## src/rtl/alu_seq_pkg.sv

```systemverilog
// Shared types and helpers for the ALU input sequencer.
package alu_seq_pkg;

  typedef enum logic [1:0] {
    S_LOAD_A  = 2'd0,
    S_LOAD_B  = 2'd1,
    S_LOAD_OP = 2'd2,
    S_SHOW    = 2'd3
  } seq_state_t;

  localparam int BTN_ENTER  = 0;
  localparam int BTN_CANCEL = 1;

  function automatic int n_chunks(input int nb_data, input int nb_sw);
    return nb_data / nb_sw;
  endfunction

  // A single-chunk operand still needs a 1-bit index port.
  function automatic int idx_width(input int n);
    return (n > 1) ? $clog2(n) : 1;
  endfunction

endpackage

```

## src/rtl/alu.sv

```systemverilog
// Combinational ALU: arithmetic, logic and shift ops with signed overflow and zero flags.
module alu #(
  parameter int NB_DATA = 8,
  parameter int NB_OP   = 6
) (
  input  logic [NB_DATA-1:0] i_a,
  input  logic [NB_DATA-1:0] i_b,
  input  logic [NB_OP-1:0]   i_op,
  output logic [NB_DATA-1:0] o_result,
  output logic               o_overflow,
  output logic               o_zero
);

  localparam logic [NB_OP-1:0] OP_ADD = NB_OP'(32);
  localparam logic [NB_OP-1:0] OP_SUB = NB_OP'(34);
  localparam logic [NB_OP-1:0] OP_AND = NB_OP'(36);
  localparam logic [NB_OP-1:0] OP_OR  = NB_OP'(37);
  localparam logic [NB_OP-1:0] OP_XOR = NB_OP'(38);
  localparam logic [NB_OP-1:0] OP_NOR = NB_OP'(39);
  localparam logic [NB_OP-1:0] OP_SRA = NB_OP'(3);
  localparam logic [NB_OP-1:0] OP_SRL = NB_OP'(2);

  localparam int MSB = NB_DATA - 1;

  always_comb begin
    o_result   = '0;
    o_overflow = 1'b0;
    case (i_op)
      OP_ADD: begin
        o_result   = i_a + i_b;
        o_overflow = (i_a[MSB] == i_b[MSB]) && (o_result[MSB] != i_a[MSB]);
      end
      OP_SUB: begin
        o_result   = i_a - i_b;
        o_overflow = (i_a[MSB] != i_b[MSB]) && (o_result[MSB] != i_a[MSB]);
      end
      OP_AND:  o_result = i_a & i_b;
      OP_OR:   o_result = i_a | i_b;
      OP_XOR:  o_result = i_a ^ i_b;
      OP_NOR:  o_result = ~(i_a | i_b);
      OP_SRA:  o_result = $signed(i_a) >>> i_b;
      OP_SRL:  o_result = i_a >> i_b;
      default: o_result = '0;
    endcase
    o_zero = (o_result == '0);
  end

endmodule

```

## src/rtl/alu_input_sequencer_debouncer.sv

```systemverilog
// Button conditioner: 2-flop sync, stability counter, stable level, registered rising-edge pulse.
module button_debouncer #(
  parameter int DEBOUNCE_CYCLES = 1000000
) (
  input  logic i_clk,
  input  logic i_rst_n,
  input  logic i_btn,
  output logic o_pulse
);

  localparam int CNT_W = $clog2(DEBOUNCE_CYCLES + 1);

  logic             sync1;
  logic             sync2;
  logic             level;
  logic             level_q;
  logic [CNT_W-1:0] cnt;

  // The level is accepted once the synchronised input has disagreed with it for DEBOUNCE_CYCLES+1 edges.
  always_ff @(posedge i_clk or negedge i_rst_n) begin
    if (!i_rst_n) begin
      sync1   <= 1'b0;
      sync2   <= 1'b0;
      level   <= 1'b0;
      level_q <= 1'b0;
      cnt     <= '0;
      o_pulse <= 1'b0;
    end else begin
      sync1   <= i_btn;
      sync2   <= sync1;
      level_q <= level;
      o_pulse <= level & ~level_q;
      if (sync2 == level) begin
        cnt <= '0;
      end else if (cnt == CNT_W'(DEBOUNCE_CYCLES)) begin
        level <= sync2;
        cnt   <= '0;
      end else begin
        cnt <= cnt + CNT_W'(1);
      end
    end
  end

endmodule

```

## src/rtl/alu_input_sequencer.sv

```systemverilog
// Sequenced A / B / opcode entry from debounced buttons, chunked operands, registered ALU result.
//   state     | meaning
//   S_LOAD_A  | entering operand A, one switch-width chunk per ENTER (LSB chunk first)
//   S_LOAD_B  | entering operand B, same chunking
//   S_LOAD_OP | next ENTER loads the opcode
//   S_SHOW    | result captured on first edge; ENTER starts a new entry
module alu_input_sequencer
  import alu_seq_pkg::*;
#(
  parameter int NB_SW           = 8,
  parameter int NB_DATA         = 8,
  parameter int NB_OP           = 6,
  parameter int DEBOUNCE_CYCLES = 1000000,
  localparam int N_CHUNKS       = n_chunks(NB_DATA, NB_SW),
  localparam int NB_IDX         = idx_width(N_CHUNKS)
) (
  input  logic               i_clk,
  input  logic               i_rst_n,
  input  logic [NB_SW-1:0]   i_sw,
  input  logic [1:0]         i_btn,
  output logic [NB_DATA-1:0] o_result,
  output logic               o_overflow,
  output logic               o_zero,
  output logic               o_valid,
  output logic [1:0]         o_state,
  output logic [NB_IDX-1:0]  o_chunk_idx
);

  logic [1:0]         pulse;
  logic               enter_p;
  logic               cancel_p;
  seq_state_t         state;
  logic [NB_IDX-1:0]  idx;
  logic [NB_DATA-1:0] a;
  logic [NB_DATA-1:0] b;
  logic [NB_OP-1:0]   op;
  logic [NB_DATA-1:0] alu_result;
  logic               alu_overflow;
  logic               alu_zero;
  logic               last_chunk;

  for (genvar g = 0; g < 2; g++) begin : g_deb
    button_debouncer #(.DEBOUNCE_CYCLES(DEBOUNCE_CYCLES)) u_deb (
      .i_clk   (i_clk),
      .i_rst_n (i_rst_n),
      .i_btn   (i_btn[g]),
      .o_pulse (pulse[g])
    );
  end

  assign enter_p    = pulse[BTN_ENTER];
  assign cancel_p   = pulse[BTN_CANCEL];
  assign last_chunk = (idx == NB_IDX'(N_CHUNKS - 1));

  alu #(.NB_DATA(NB_DATA), .NB_OP(NB_OP)) u_alu (
    .i_a        (a),
    .i_b        (b),
    .i_op       (op),
    .o_result   (alu_result),
    .o_overflow (alu_overflow),
    .o_zero     (alu_zero)
  );

  always_ff @(posedge i_clk or negedge i_rst_n) begin
    if (!i_rst_n) begin
      state      <= S_LOAD_A;
      idx        <= '0;
      a          <= '0;
      b          <= '0;
      op         <= '0;
      o_result   <= '0;
      o_overflow <= 1'b0;
      o_zero     <= 1'b0;
      o_valid    <= 1'b0;
    end else if (cancel_p) begin
      state      <= S_LOAD_A;
      idx        <= '0;
      a          <= '0;
      b          <= '0;
      op         <= '0;
      o_result   <= '0;
      o_overflow <= 1'b0;
      o_zero     <= 1'b0;
      o_valid    <= 1'b0;
    end else begin
      case (state)
        S_LOAD_A: if (enter_p) begin
          a[idx*NB_SW +: NB_SW] <= i_sw;
          if (last_chunk) begin
            idx   <= '0;
            state <= S_LOAD_B;
          end else begin
            idx <= idx + NB_IDX'(1);
          end
        end
        S_LOAD_B: if (enter_p) begin
          b[idx*NB_SW +: NB_SW] <= i_sw;
          if (last_chunk) begin
            idx   <= '0;
            state <= S_LOAD_OP;
          end else begin
            idx <= idx + NB_IDX'(1);
          end
        end
        S_LOAD_OP: if (enter_p) begin
          op    <= i_sw[NB_OP-1:0];
          state <= S_SHOW;
        end
        S_SHOW: begin
          // o_valid low on entry marks the first edge here; capture once, then hold.
          if (enter_p) begin
            state   <= S_LOAD_A;
            o_valid <= 1'b0;
          end else if (!o_valid) begin
            o_result   <= alu_result;
            o_overflow <= alu_overflow;
            o_zero     <= alu_zero;
            o_valid    <= 1'b1;
          end
        end
        default: state <= S_LOAD_A;
      endcase
    end
  end

  assign o_state     = state;
  assign o_chunk_idx = idx;

endmodule
```

## config.mk

```make
export PLATFORM = sky130hd
export DESIGN_NAME = alu_input_sequencer
export DESIGN_NICKNAME = d
export VERILOG_FILES = /design/src/rtl/alu_seq_pkg.sv /design/src/rtl/alu.sv /design/src/rtl/alu_input_sequencer_debouncer.sv /design/src/rtl/alu_input_sequencer.sv
export SDC_FILE = /design/constraint.sdc
export NUM_CORES = 1
export LEC_CHECK = 0
export ABC_AREA = 1
export BUFFER_PORTS_ARGS = -buffer_cell sky130_fd_sc_hd__buf_2
export CORE_MARGIN = 2
export CORE_UTILIZATION = 51
export CTS_BUF_LIST = sky130_fd_sc_hd__clkbuf_16
export DETAILED_ROUTE_END_ITERATION = 16
export PLACE_DENSITY = 0.65
export SLEW_MARGIN = 20
export SYNTH_ARGS = -nofsm -noshare
export SYNTH_HDL_FRONTEND = slang
export SYNTH_SLANG_ARGS = --single-unit
```

## constraint.sdc

```tcl
create_clock -name i_clk -period 2.9 [get_ports i_clk]
set_clock_uncertainty 0.1 [all_clocks]
set_input_delay 0.58 -clock i_clk [delete_from_list [all_inputs] [get_ports i_clk]]
set_output_delay 0.58 -clock i_clk [all_outputs]
set_load 0.005 [all_outputs]
```

Yosys cells after proc, flatten, opt, wreduce, memory -nomap -nowiden
Cells that the tools add are included.
- add/subtract/negate cells: 6
- equality and inequality tests: 27
- shift operators: 4
- muxes and demuxes: 44
- bitwise operators: 10
- reductions and logical operators: 19
- operators by type and width (cell ; number):
    2-to-1 mux 20 bit ; 4
    2-to-1 mux 8 bit ; 10
    one-hot mux 8 bit (8 select lines) ; 1
    adder 20 x 1 -> 20 bit (second input constant) ; 2
    == test 20 bit (second input constant) ; 2
    == test 6 bit (second input constant) ; 6
    negator 4 -> 34 bit ; 1
    variable shift 8 x 34 -> 8 bit (first input constant) ; 1
    indexed part select 8 x 34 -> 8 bit ; 1
    2-to-1 mux 6 bit ; 3
    bitwise mux 8 bit ; 2
    2-to-1 mux 1 bit ; 15
    2-to-1 mux 2 bit ; 7
    == test 6 x 2 -> 1 bit (second input constant) ; 2
    inequality test 3 x 1 -> 1 bit (second input constant) ; 4
    AND reduction 2 bit ; 6
    nonzero test 2 bit ; 6
    adder 8 bit ; 1
    bitwise AND 8 bit ; 1
    zero test 8 bit ; 1
    NOT 8 bit ; 1
    OR 8 bit ; 1
    one-hot mux 2 bit (4 select lines) ; 1
    right shift 8 x 8 -> 8 bit ; 1
    other kinds (18) ; 30
- register bits after elaboration: 86
- bits of input ports: 12
- logic and storage cells: 131

Longest topological paths before layout
Gate-level depths: netlist of run 1.
- word-level depth: 8
- gate-level depth with buffers: 16
- mapped depth without buffers: 15

Cells and area by module
A second synthesis of run 1 with hierarchy kept.
- cells, all modules: 892
- area total of the unflattened synthesis: 6226.0 um^2
- by module, submodules not included (module ; instances ; cells an instance ; area an instance (um^2) ; seq. area each (um^2)):
    alu ; 1 ; 376 ; 1996.9 ; 0.0
    alu_input_sequencer ; 1 ; 189 ; 1576.5 ; 875.8
    button_debouncer at g_deb[0].u_deb ; 1 ; 164 ; 1347.5 ; 625.6
    button_debouncer at g_deb[1].u_deb ; 1 ; 163 ; 1305.0 ; 625.6

Worst setup path before layout of run 1
No wires, ideal clock.
- path type: register to register
- from: register b[1]
- to: register o_result[5]
- setup time: 121 ps
- data arrival time: 1947 ps
- required time: 2679 ps
- setup slack: 732 ps
- cell stages (with the launch flop): 13
- clock period less this slack: 2168 ps
- path through: dfrtp_1 > inv_1 > clkbuf_1 > ha_1 > inv_1 > nand3_1 > o21ai_0 > nand2_1 > nand2_1 > nor2_1 > nor2_1 > nand3_1 > a22o_1
- cells in the longest elaborated chain, start to end: 6
- ends and longest elaborated chain (element ; line ; source):
    from (decl) ; alu_input_sequencer.sv:35 ; logic [NB_DATA-1:0] b;
    from (signal, indexed assignment) ; alu_input_sequencer.sv:97 ; b[idx*NB_SW +: NB_SW] <= i_sw;
    subtractor 8 bit, or another cell as far along ; alu.sv:34 ; o_result = i_a - i_b;
    one-hot mux 8 bit (8 select lines) (*) ; alu.sv:28 ; case (i_op)
    2-to-1 mux 8 bit (*) ; alu_input_sequencer.sv:114 ; end else if (!o_valid) begin
    2-to-1 mux 8 bit (*) ; alu_input_sequencer.sv:111 ; if (enter_p) begin
    2-to-1 mux 8 bit (*) ; alu_input_sequencer.sv:86 ; case (state)
    2-to-1 mux 8 bit (*) ; alu_input_sequencer.sv:75 ; end else if (cancel_p) begin
    to (signal assigned) ; alu_input_sequencer.sv:115 ; o_result <= alu_result;
    to (decl) ; alu_input_sequencer.sv:21 ; output logic [NB_DATA-1:0] o_result,
Mark *: on every way between the ends. The rest lies on a longest branch, timed or not. The select of a mux whose other input is x is not followed.
A chain may end at the register's enable or synchronous reset.

Worst setup path after layout of run 1
- from: register b[1]
- to: register o_zero
- cells in the longest elaborated chain, start to end: 8
- ends and longest elaborated chain (element ; line ; source):
    branches (longest 2 deep; another with subtractor 8 bit) ; - ;
    one-hot mux 8 bit (8 select lines) (*) ; alu.sv:28 ;
    zero test 8 bit (*) ; alu.sv:45 ; o_zero = (o_result == '0);
    2-to-1 mux 1 bit (*) ; alu_input_sequencer.sv:114 ;
    2-to-1 mux 1 bit (*) ; alu_input_sequencer.sv:111 ;
    2-to-1 mux 1 bit (*) ; alu_input_sequencer.sv:86 ;
    2-to-1 mux 1 bit (*) ; alu_input_sequencer.sv:75 ;
    to (signal assigned) ; alu_input_sequencer.sv:117 ; o_zero <= alu_zero;
    to (decl) ; alu_input_sequencer.sv:23 ; output logic o_zero,
Mark *: on every way between the ends. The select of a mux whose other input is x is not followed.

==> flow_metrics.tcl, run 1 <==
set metrics [dict create \
    cp_common_cell "nand3_1" \
    ant_nets 0 \
    crit_path_start "b[1]$_DFFE_PN0P_" \
    synth_flop_cell "dfrtp_1" \
    switching_share_pct 22.91 \
    grt_max_degree 52 \
    clock_latency_ns 0.35 \
    start_kind "register" \
    synth_commonest_cells "nand2_1, inv_1, nor2_1" \
    internal_power_mw 1.889 \
    hold_viol_final 0 \
    vdd_drop_max_mv 0.3856 \
    io_pins 26 \
    gp_congestion 0.9347 \
    ctsRootBufferMaster "clkbuf_16" \
    route.detailed.drc 0 \
    status "finished clean" \
    synthMostInstantiatedCell "nand2_1" \
    ys_ff_latch 85 \
    yosys-top-cells-area "dfrtp_1, nand2_1, inv_1" \
    clock_path_buffers 2 \
    rsz0062_at_grt "no" \
    fin_ws_ns 0.2291 \
    p_seq_share_pct 49.1 \
    die_w_um 111.0 \
    power.leakage_nw 3.198 \
    area.growth.synth_to_final_pct 9.689 \
    drive_above_1_share_pct 10.20 \
    netlist_instances 802 \
    setup_viol 0 \
    critical_path_class "register to register" \
    dr.pass1.iters 5 \
    numPortBuffers 24 \
    end_kind "register" \
    switchingPower_mw 0.5612 \
    crit_path_max_fanout 14 \
    power_density_nw_per_um2 382.6 \
    timing.final.crit_period_ns 2.671 \
    synth_warnings 0 \
    power.total_mw 2.450 \
    die_area_um2 12320 \
    via_per_inst 5.459 \
    rows 39 \
    critPathMaxStageDelay_ns 0.70 \
    async_flop_share_pct 100.0 \
    setup_tns_ns 0 \
    postCtsHoldBufs 0 \
    htreeDepth 3 \
    core_area_um2 11270 \
    totalWireLength_mm 15.72 \
    cts_tree "done" \
    overflow 0 \
    slew_headroom_pct 54.14 \
    avgSynthCellArea_um2 7.278 \
    pre_cts_ws_ns 0.2445 \
    gr-usage-all-layers_pct 26.75 \
    max-cap-violations 0 \
    final-max-slew-violation-count 0 \
    cts_buffers 9 \
    synth_top_area_share_pct 36.44 \
    hpwl_mm 12.18 \
    arrival_ns 2.86 \
    grt_pass1_wl_mm 25.76 \
    start_util_pct 51.78 \
    cp_cell_sequence "inv_1, buf_4, ha_1, a21oi_1, nand3_1, nand3_1, nand3_1, nor2_1, nand2_1, nor2_1, nand2_1, nor2_1, nand3_1, nand2_1" \
    clock-sinks 85 \
    r2r-start "b[1]$_DFFE_PN0P_" \
    synth_nets 847 \
    period_share_pct 92.10 \
    syn-cell-area_um2 5837 \
    nets 873 \
    clk_pin_slew_ns 0.06 \
    crit_path_top_delay_cell "dfrtp_1" \
    die_y_um 111.0 \
    hp-class "input port to async pin" \
    fmax_ghz 0.3744 \
    synth_edf_count 0 \
    synth_cell_type_count 49 \
    grt_pass1_vias 5106 \
    ctsResizeCount 0 \
    vias 5328 \
    pwr-share-comb_pct 3.3 \
    post-cts-setup-buffers 0 \
    tightest_slew_ns 0.6853 \
    detail_route.wl_per_cell_um 16.10 \
    clkPwrFrac_pct 47.6 \
    drt_iter0_markers 401 \
    antenna_found_initial 0 \
    antennaDiodeCount 0 \
    worstPathRequired_ns 3.09 \
    synth_seq_area_share_pct 36.44 \
    synth_top_area_cell "dfrtp_1" \
]
flip-flops by register name, summed over array words and instances (netlist names):
register	flops
a	8
b	8
g_deb.u_deb.cnt	40
g_deb.u_deb.level	2
g_deb.u_deb.level_q	2
g_deb.u_deb.o_pulse	2
g_deb.u_deb.sync1	2
g_deb.u_deb.sync2	2
o_overflow	1
o_result	8
o_state	2
o_valid	1
o_zero	1
op	6
per-layer routing:
layer / part of all wire [%] / vias up / track usage (%)
li1: - / 2636 / -
met1: 42 / 2492 / 32.74
met2: 48 / 154 / 44.62
met3: 4.6 / 46 / 3.609
met4: 5.6 / 0 / 16.83
met5: 0 / - / 0
cells by family after synthesis:
logic type      synth area share [%]
compound gates                 9.239
fa+ha+maj                      7.331
xor+xnor                       3.151
other cells                  0.06425
simple gates                   34.56
mux                           0.1929
flops                          36.44
buf+inv                        9.025
path summary, 6_finish.rpt:
check | endpoint | slack [ns] | depth (start not counted)
min in group i_clk | g_deb[1].u_deb.sync1$_DFF_PN0_ | 0.24 | 1
worst min-delay path | op[1]$_DFFE_PN0P_ | 0.1 | 1
max in group asynchronous | g_deb[0].u_deb.cnt[13]$_DFF_PN0_ | 1.94 | 2
worst max register to register | o_zero$_DFFE_PN0P_ | 0.23 | 14
worst min register to register | g_deb[1].u_deb.sync2$_DFF_PN0_ | 0.25 | 0
worst max-delay path | o_zero$_DFFE_PN0P_ | 0.23 | 14
cell usage in the layout (no fill, tap or decap), drive strengths merged:
cell      Yosys  final
o221a         1      1
clkinv        1      3
nand3        81     81
dfrtp        85     85
a41oi         1      1
mux2          1      1
ha           31     31
nor4          6      6
o21a          4      4
clkbuf        3      9
o41ai         1      1
nor3         19     19
a22o          3      3
nand2       187    187
and3          1      1
conb          1      1
o211ai        1      1
nand3b        4      4
nor2        110    110
bufinv        0      1
a21o          2      2
o21ai        52     52
xor2         16     16
a31oi         4      4
a21oi        27     27
inv         119    120
o21bai        1      1
fa            2      2
nand4        19     19
buf           9     27
nor3b         5      5
xnor2         5      5
clkinvlp      0      3
power by group through the flow:
stage          logic (mW)  clock network, mW  registers [mW]
6_report           0.0810               1.17            1.20
5_1_grt            0.0942               1.23            1.20
4_1_cts            0.0840               1.19            1.20
3_5_place_dp       0.0840                  0            1.23
3_3_place_gp       0.0812                  0            1.23
2_1_floorplan      0.0364                  0            1.22
critical path: cells and delay by family (launching register included):
family	cells	cell delay, ns
buf+inv	2	0.34
simple gates	10	1.04
compound gates	1	0.21
flops	1	0.70
fa+ha+maj	1	0.22
final cells by class:
type                            instances  area (um2)
Fill cell                            1059        4870
Multi-Input combinational cell        585        3186
Sequential cell                        85        2127
Inverter                              120       452.9
Clock buffer                            9       225.2
Tap cell                              143       178.9
Timing Repair Buffer                   27       157.7
Clock inverter                          7       75.07
through the flow:
stage	cell area (um2)	instances	hold slack [ns]	utilization [%]
2_1_floorplan	5837	802	0.1844	-
3_3_place_gp	6100	960	0.2345	54.11
6_report	6402	976	0.09651	56.80
4_1_cts	6400	976	0.1119	56.78
3_5_place_dp	6100	960	0.2362	54.11
5_1_grt	6402	976	0.1360	56.80
Note: power is estimated with default switching activity, not from simulation.
==> run 2: changes to the inputs <==
--- a/config.mk
+++ b/config.mk
@@ -11,7 +11,7 @@
 export CORE_UTILIZATION = 51
 export CTS_BUF_LIST = sky130_fd_sc_hd__clkbuf_16
 export DETAILED_ROUTE_END_ITERATION = 16
-export PLACE_DENSITY = 0.65
+export PLACE_DENSITY = 0.68
 export SLEW_MARGIN = 20
 export SYNTH_ARGS = -nofsm -noshare
 export SYNTH_HDL_FRONTEND = slang
==> run 2 against run 1 <==
Sequential power is essentially flat. Clock power grew 4%. Die area is the same. Hold slack lost 0.057 ns. Non-clock buffer count is the same. Worst setup slack gained 0.15 ns. Combinational power is essentially flat. First-iteration DRC count grew 20%. Clock-buffer cell count is the same. Critical path depth is the same. Maximum frequency grew 6.1%. Design area is essentially flat. Critical path type unchanged. Largest power group is now the clock network.
==> flow_metrics.tcl, run 2 (synthesized netlist as in run 1, its figures left out) <==
set metrics [dict create \
    largest_register_ffs 40 \
    r2r-start "b[2]$_DFFE_PN0P_" \
    fin_area_um2 6405 \
    worstPathRequired_ns 3.09 \
    setup_viol 0 \
    postCtsHoldBufs 0 \
    setup_tns_ns 0 \
    end_kind "register" \
    die_w_um 111.0 \
    clock-sinks 85 \
    path_depth 14 \
    cts_tree "done" \
    totalWireLength_mm 15.43 \
    gr-usage-all-layers_pct 25.70 \
    die_y_um 111.0 \
    fin_util_pct 56.82 \
    overflow 0 \
    ctsResizeCount 0 \
    path_delay_family "simple AND/OR/NAND/NOR gates" \
    vias 5283 \
    crit_path_start "b[2]$_DFFE_PN0P_" \
    critical_path_class "register to register" \
    slew_headroom_pct 58.40 \
    drt_iter0_markers 482 \
    detail_route.wl_per_cell_um 15.82 \
    arrival_ns 2.71 \
    hpwl_mm 11.91 \
    crit_path_max_fanout 8 \
    dr.pass1.iters 5 \
    top_register "g_deb.u_deb.cnt" \
    vdd_drop_max_mv 0.4376 \
    cts_buffers 9 \
    cp_cell_sequence "inv_1, ha_1, inv_1, a21oi_1, nand3_1, nand3_1, nand3_1, nor2_1, nand2_1, nor2_1, nand2_1, nor2_1, nand3_1, nand2_1" \
    mostFrequentLayoutCell "nand2_1" \
    via_per_inst 5.418 \
    path_buf_inv 2 \
    timing.final.crit_period_ns 2.517 \
    max-cap-violations 0 \
    core_area_um2 11270 \
    critPathMaxStageDelay_ns 0.49 \
    grt_pass1_wl_mm 25.21 \
    antenna_found_initial 0 \
    drive_above_1_share_pct 9.736 \
    clk_pin_slew_ns 0.07 \
    ant_nets 0 \
    io_pins 26 \
    power.leakage_nw 3.213 \
    holdWs_ns 0.03919 \
    die_area_um2 12320 \
    area.growth.synth_to_final_pct 9.732 \
    htreeDepth 3 \
    route.detailed.drc 0 \
    dpl_cell_area_um2 6100 \
    gp_congestion 0.9564 \
    final-max-slew-violation-count 0 \
    clock_latency_ns 0.35 \
    tightest_slew_ns 0.6160 \
    reg2reg_depth 14 \
    rsz0062_at_grt "no" \
    cp_common_cell "nand3_1" \
    fmax_ghz 0.3973 \
    grt_pass1_vias 5110 \
    rows 39 \
    numPortBuffers 24 \
    grt_max_degree 62 \
    hold_viol_final 0 \
    clock_path_buffers 2 \
    start_util_pct 51.78 \
    hp-class "input port to async pin" \
    nets 873 \
    ctsRootBufferMaster "clkbuf_16" \
    period_share_pct 86.79 \
    crit_path_top_delay_cell "ha_1" \
    final_cell_mix "nand2_1, inv_1, nor2_1" \
    status "finished clean" \
    antennaDiodeCount 0 \
    post-cts-setup-buffers 0 \
    power_density_nw_per_um2 390.6 \
    start_kind "register" \
]
-- run 2: cell count changes in the layout (fill, tap and decap cells not counted) --
cell and delta:
inv_6 -1, bufinv_16 +1, clkinv_4 -1, clkinv_1 +1, ha_2 -1, clkinvlp_4 -2
ha_1 +1, inv_1 +1
-- run 2: worst reg2reg max path: cells and delay by family, from the launching register on --
kind                       cells  cell delay [ns]
and+or+nand+nor               10             0.84
adders and majority gates      1             0.50
buffers and inverters          2             0.38
AOI/OAI and AO/OA              1             0.20
DFF                            1             0.45
-- run 2: metrics by stage --
stage | worst slack (ns) | cells | power [mW]
3_5_place_dp | 0.4419 | 960 | 1.308
6_report | 0.3832 | 975 | 2.502
3_3_place_gp | 0.3583 | 960 | 1.306
2_1_floorplan | 0.7324 | 802 | 1.260
4_1_cts | 0.4125 | 975 | 2.526
5_1_grt | 0.08185 | 975 | 2.588
-- run 2: where the power goes --
group	total, mW	internal (mW)	switching, mW
combinational	0.0813	0.0241	0.0571
sequential	1.20	1.20	0.00803
clock	1.22	0.742	0.475
-- run 2: cell type report --
class	count	area, um2
Multi-Input combinational cell	585	3183
Timing Repair Buffer	27	157.7
Clock buffer	9	225.2
Sequential cell	85	2127
Tap cell	143	178.9
Clock inverter	6	80.08
Inverter	120	452.9
Fill cell	1049	4867
-- run 2: per-layer routing --
metal  part of all wire [%]  GRT usage (%)
met5                      0              0
met4                    2.5          9.750
met3                    5.5          3.937
met2                     46          41.68
met1                     46          34.91
-- run 2: worst paths after layout --
kind	endpoint	slack [ns]
setup / recovery	o_zero$_DFFE_PN0P_	0.38
hold / removal	o_result[6]$_DFFE_PN0P_	0.04
setup reg to reg	o_zero$_DFFE_PN0P_	0.38
hold reg to reg	g_deb[1].u_deb.sync2$_DFF_PN0_	0.25
max in group asynchronous	g_deb[1].u_deb.level$_DFFE_PN0P_	2.00
min in group i_clk	g_deb[0].u_deb.sync1$_DFF_PN0_	0.24
